===== config.mk =====
export PLATFORM = sky130hd
export DESIGN_NAME = clint_timer
export DESIGN_NICKNAME = d
export VERILOG_FILES = /design/src/rtl/clint_pkg.sv /design/src/rtl/clint_tick_gen.sv /design/src/rtl/clint_timer.sv
export SDC_FILE = /design/constraint.sdc
export NUM_CORES = 1
export LEC_CHECK = 0
export CORE_UTILIZATION = 67
export CTS_BUF_LIST = sky130_fd_sc_hd__clkbuf_2
export DETAILED_ROUTE_END_ITERATION = 6
export DONT_BUFFER_PORTS = 1
export GPL_ROUTABILITY_DRIVEN = 0
export MAX_ROUTING_LAYER = met4
export PLACE_DENSITY = 0.83
export SLEW_MARGIN = 20
export SYNTH_ARGS = -nofsm -noshare
export SYNTH_HDL_FRONTEND = slang
export SYNTH_SLANG_ARGS = --single-unit

===== constraint.sdc =====
create_clock -name clk -period 4.8 [get_ports clk]
set_input_delay 0.96 -clock clk [delete_from_list [all_inputs] [get_ports clk]]
set_output_delay 0.96 -clock clk [all_outputs]
set_load 0.02 [all_outputs]

===== src/rtl/clint_pkg.sv =====
// Shared CLINT register offsets, default window base and register-select decode.
package clint_pkg;

  localparam logic [63:0] CLINT_BASE_ADDR    = 64'h0000_0000_0200_0000;
  localparam logic [15:0] CLINT_MSIP_OFF     = 16'h0000;
  localparam logic [15:0] CLINT_MTIMECMP_OFF = 16'h4000;
  localparam logic [15:0] CLINT_MTIME_OFF    = 16'hBFF8;

  typedef enum logic [1:0] {
    SEL_MSIP,
    SEL_MTIMECMP,
    SEL_MTIME,
    SEL_NONE
  } clint_sel_t;

  // Exact match only, so misaligned offsets fall through to SEL_NONE.
  function automatic clint_sel_t clint_decode(logic [15:0] off);
    case (off)
      CLINT_MSIP_OFF:     return SEL_MSIP;
      CLINT_MTIMECMP_OFF: return SEL_MTIMECMP;
      CLINT_MTIME_OFF:    return SEL_MTIME;
      default:            return SEL_NONE;
    endcase
  endfunction

endpackage


===== src/rtl/clint_tick_gen.sv =====
// mtime prescaler: one-cycle tick every TICK_DIV clocks (every cycle when TICK_DIV=1).
// Free-running, no backpressure; tick is combinational from the counter state.
module clint_tick_gen #(
  parameter int unsigned TICK_DIV = 1
) (
  input  logic clk,
  input  logic rst_n,
  output logic tick
);

  logic [15:0] cnt;

  assign tick = (cnt == 16'(TICK_DIV - 1));

  always_ff @(posedge clk or negedge rst_n) begin
    if (!rst_n) begin
      cnt <= '0;
    end else if (tick) begin
      cnt <= '0;
    end else begin
      cnt <= cnt + 16'd1;
    end
  end

endmodule


===== src/rtl/clint_timer.sv =====
// CLINT: mtime/mtimecmp/msip on a valid/ready slave; response registered one cycle after accept.
// Backpressure: req_ready = ~resp_valid | resp_ready, so one response outstanding at most.
module clint_timer
  import clint_pkg::*;
#(
  parameter int unsigned       DATA_W    = 64,
  parameter int unsigned       ADDR_W    = 64,
  parameter logic [ADDR_W-1:0] BASE_ADDR = ADDR_W'(CLINT_BASE_ADDR),
  parameter int unsigned       TICK_DIV  = 1
) (
  input  logic                clk,
  input  logic                rst_n,
  input  logic                req_valid,
  output logic                req_ready,
  input  logic                req_write,
  input  logic [ADDR_W-1:0]   req_addr,
  input  logic [DATA_W-1:0]   req_wdata,
  input  logic [DATA_W/8-1:0] req_wstrb,
  output logic                resp_valid,
  input  logic                resp_ready,
  output logic [DATA_W-1:0]   resp_rdata,
  output logic                resp_err,
  output logic                clint_mtip,
  output logic                clint_msip
);

  logic              tick;
  logic              accept;
  logic              wr_en;
  logic [ADDR_W-1:0] offset;
  clint_sel_t        sel;
  logic [DATA_W-1:0] wmask;
  logic [DATA_W-1:0] mtime, mtime_inc, mtime_next;
  logic [DATA_W-1:0] mtimecmp, mtimecmp_next;
  logic              msip, msip_next;
  logic [DATA_W-1:0] rdata_sel;

  clint_tick_gen #(.TICK_DIV(TICK_DIV)) u_tick (
    .clk   (clk),
    .rst_n (rst_n),
    .tick  (tick)
  );

  assign req_ready  = ~resp_valid | resp_ready;
  assign accept     = req_valid & req_ready;
  assign wr_en      = accept & req_write;
  assign clint_msip = msip;

  // Addresses below the base wrap to a huge offset and miss the 64 KiB window.
  assign offset = req_addr - BASE_ADDR;
  assign sel    = (offset[ADDR_W-1:16] == '0) ? clint_decode(offset[15:0]) : SEL_NONE;

  always_comb begin
    wmask = '0;
    for (int b = 0; b < DATA_W/8; b++) begin
      wmask[b*8 +: 8] = {8{req_wstrb[b]}};
    end
  end

  assign mtime_inc = tick ? mtime + DATA_W'(1) : mtime;

  // Written bytes override; unwritten mtime bytes still take the same-edge tick.
  always_comb begin
    mtime_next    = mtime_inc;
    mtimecmp_next = mtimecmp;
    msip_next     = msip;
    if (wr_en) begin
      case (sel)
        SEL_MSIP:     if (req_wstrb[0]) msip_next = req_wdata[0];
        SEL_MTIMECMP: mtimecmp_next = (req_wdata & wmask) | (mtimecmp & ~wmask);
        SEL_MTIME:    mtime_next = (req_wdata & wmask) | (mtime_inc & ~wmask);
        default:      ;
      endcase
    end
  end

  always_comb begin
    rdata_sel = '0;
    if (!req_write) begin
      case (sel)
        SEL_MSIP:     rdata_sel = DATA_W'(msip);
        SEL_MTIMECMP: rdata_sel = mtimecmp;
        SEL_MTIME:    rdata_sel = mtime;
        default:      rdata_sel = '0;
      endcase
    end
  end

  always_ff @(posedge clk or negedge rst_n) begin
    if (!rst_n) begin
      mtime      <= '0;
      mtimecmp   <= '1;
      msip       <= 1'b0;
      clint_mtip <= 1'b0;
      resp_valid <= 1'b0;
      resp_rdata <= '0;
      resp_err   <= 1'b0;
    end else begin
      mtime      <= mtime_next;
      mtimecmp   <= mtimecmp_next;
      msip       <= msip_next;
      clint_mtip <= (mtime_next >= mtimecmp_next);
      if (accept) begin
        resp_valid <= 1'b1;
        resp_rdata <= rdata_sel;
        resp_err   <= (sel == SEL_NONE);
      end else if (resp_ready) begin
        resp_valid <= 1'b0;
      end
    end
  end

endmodule


==> run metrics <==
Peak VDD IR 0.178 mV; Util after Layout 0.789; First-pass DRT Iterations 5; final worst slack -35.4 ps; IO Pins 210; hpwl dp 23.8 mm; fraction of layout cells with a size suffix above 1 0.362; CTS Buffer Depth 3; via count 10000; RSZ-0062 raised after global routing yes; startpoint type of the worst setup path primary input; violated checks negative hold slack, negative setup slack; Nets 1481; slowest CP cell or4b_4; CP endpoint kind flip-flop; fin crit share 1.01; Pleak 0.00671 uW; port bufs 0; Crit. Startpoint req_addr[32]; CTS tree done; Routed WL per cell 21.2 um; Yosys reg bits 212; Final Setup Violations 1; min Tclk post-route 4840 ps; status finished with violations; Peak Freq 207 MHz; M1 wire length 13.4 mm; Hold WS -201 ps; Max Fanout on Critical Path 11; DIE WIDTH 141 um; Syn Area/Cell 11.4 sq um; met3 wire len 2.57 mm; ys async rst share 1.00; Net Count, Synth 1351; worst min path class primary input to async pin; Total GRT Usage 0.345; CP cell instances or4_4 > or4b_4 > buf_8 > nor4b_4 > xnor2_2 > nand3_2 > buf_12 > nor4_4 > buf_12 > mux2i_1 > ha_1 > a211oi_2 > o21bai_1 > a21o_1 > a221o_1 > a41oi_2 > o22ai_1 > o31a_1; Syn-to-layout area delta 14.6%; Synth Flop Type dfrtp_1; Die Ht 141 um; CP arrival 5580 ps; CP top delay family simple AND/OR/NAND/NOR gates; # H-tree levels 2; Yosys warnings 0; Die ar. 0.0200 sq mm; Routed Antenna Nets 0; fillers 1209; total clock sinks 212; core area 0.0189 sq mm; Initial Util 0.689; EDFF count, synth 0; WS Path Type primary input to flip-flop; top routing layer in use met4; largest net degree at the start of global routing 213; first-pass GRT wire length 52.8 mm; clock slew at reported path FFs 110 ps; Final Skew 65.1 ps; critical path's most frequent cell buf_12; max incr delay on CP 570 ps; sequential element share of the synthesized area 0.414; synth top area cells dfrtp_1, dfstp_2, mux2_2; most common cell in the netlist dfrtp_1; metal2 WL 16.5 mm; most frequent cells after synthesis dfrtp_1, mux2_2, ha_1, mux2i_1, dfstp_2; Slew headroom 0.563; DRC viols 0; DR iter-0 viols 604; max_cap viols 0; Distinct cells, synth 68; post-DR vias/cell 6.37; cell count after synthesis 1142; grt total ovfl 0; Clock Latency Late Sink 850 ps; top-area cell type share of the netlist area 0.285; Final Hold Viols 157; Buffers & Inverters on Critical Path 3; routed wire length 33.4 mm; TritonCTS buffer count 54; setup slack at placement -986 ps; number of global-route vias before repair 10600; FF/Latch Area 0.00539 sq mm; multi-input logic area 0.00749 sq mm; reg2reg start u_tick.cnt[1]; Slew Limit Fails 0; worst-margin pin slew 655 ps; Critical Path RT 5540 ps; row count 50; initial antenna violation count 1; power density cells 208 mW/mm^2; Root Driver clkbuf_2; Cell Area, Synth 0.0130 sq mm; Synth area leader dfrtp_1
## state kept, by name (all words and copies together), names as in the netlist
signal,flops
mtime,64
resp_err,1
u_tick.cnt,16
clint_msip,1
resp_rdata,64
clint_mtip,1
mtimecmp,64
resp_valid,1
## cells in the final DEF, fill, tap and decap left out, types with 49 or more instances in the layout
cell type / instances
a221o_1: 61
and2_1: 54
buf_4: 94
clkbuf_2: 87
dfrtp_1: 148
dfstp_2: 64
ha_1: 65
mux2_2: 123
mux2i_1: 65
nor2_1: 49
## where the power goes
group          switching [uW]  internal, uW
Combinational            51.3          39.3
Clock                     748           476
Sequential               1.14          1790
Total                     801          2300
## routing by layer
layer,global-route usage,vias up
li1,-,4624
met1,0.404,4977
met2,0.573,367
met3,0.0857,64
met4,0.134,0
met5,-,-
## timing repair
action,4_1_cts,5_1_grt
gates resized for setup,1,23
pin swaps,1,10
setup endpoints to repair,1,1
hold endpoints to repair,212,200
setup buffers,0,2
## cell type report
cell class	count	share of cell area
tap	260	0.0218
sequential	212	0.361
timing repair buffer	117	0.0755
inverter	24	0.00604
clock buffer	87	0.0292
antenna	2	0.000336
multi-input combinational	863	0.503
clock inverter	11	0.00327
## metrics by stage
step / area [sq um] / total power, uW / TNS, ps / instances
finish: 14900 / 3100 / -35.4 / 1576
global route: 14900 / 3220 / -106 / 1575
CTS: 14800 / 3130 / 0 / 1572
detailed placement: 14300 / 1910 / -986 / 1474
global placement: 14300 / 1910 / -823 / 1474
floorplan: 13200 / 1880 / -815 / 1142
## logic make-up (layout without fill, tap and decap cells)
family	count (synthesis)	count (layout)	share of synthesized area
compound gates	137	137	0.0881
simple gates	381	381	0.184
other cells	0	2	0
buf+inv	67	239	0.0313
flops	212	212	0.414
mux	196	196	0.163
xor+xnor	81	81	0.0545
fa+ha+maj	68	68	0.0654
## path summary, 6_finish.rpt
check                      depth (start not counted)  slack [ps]              to
hold reg to reg                                    1         490  u_tick.cnt[15]
setup / recovery                                  18         -40      clint_mtip
hold / removal                                     0        -200       mtime[19]
min in group clk                                   1         220      resp_valid
setup reg to reg                                  19         340      clint_mtip
max in group asynchronous                          0        4660    mtimecmp[62]
Note: power is estimated with default switching activity, not from simulation.
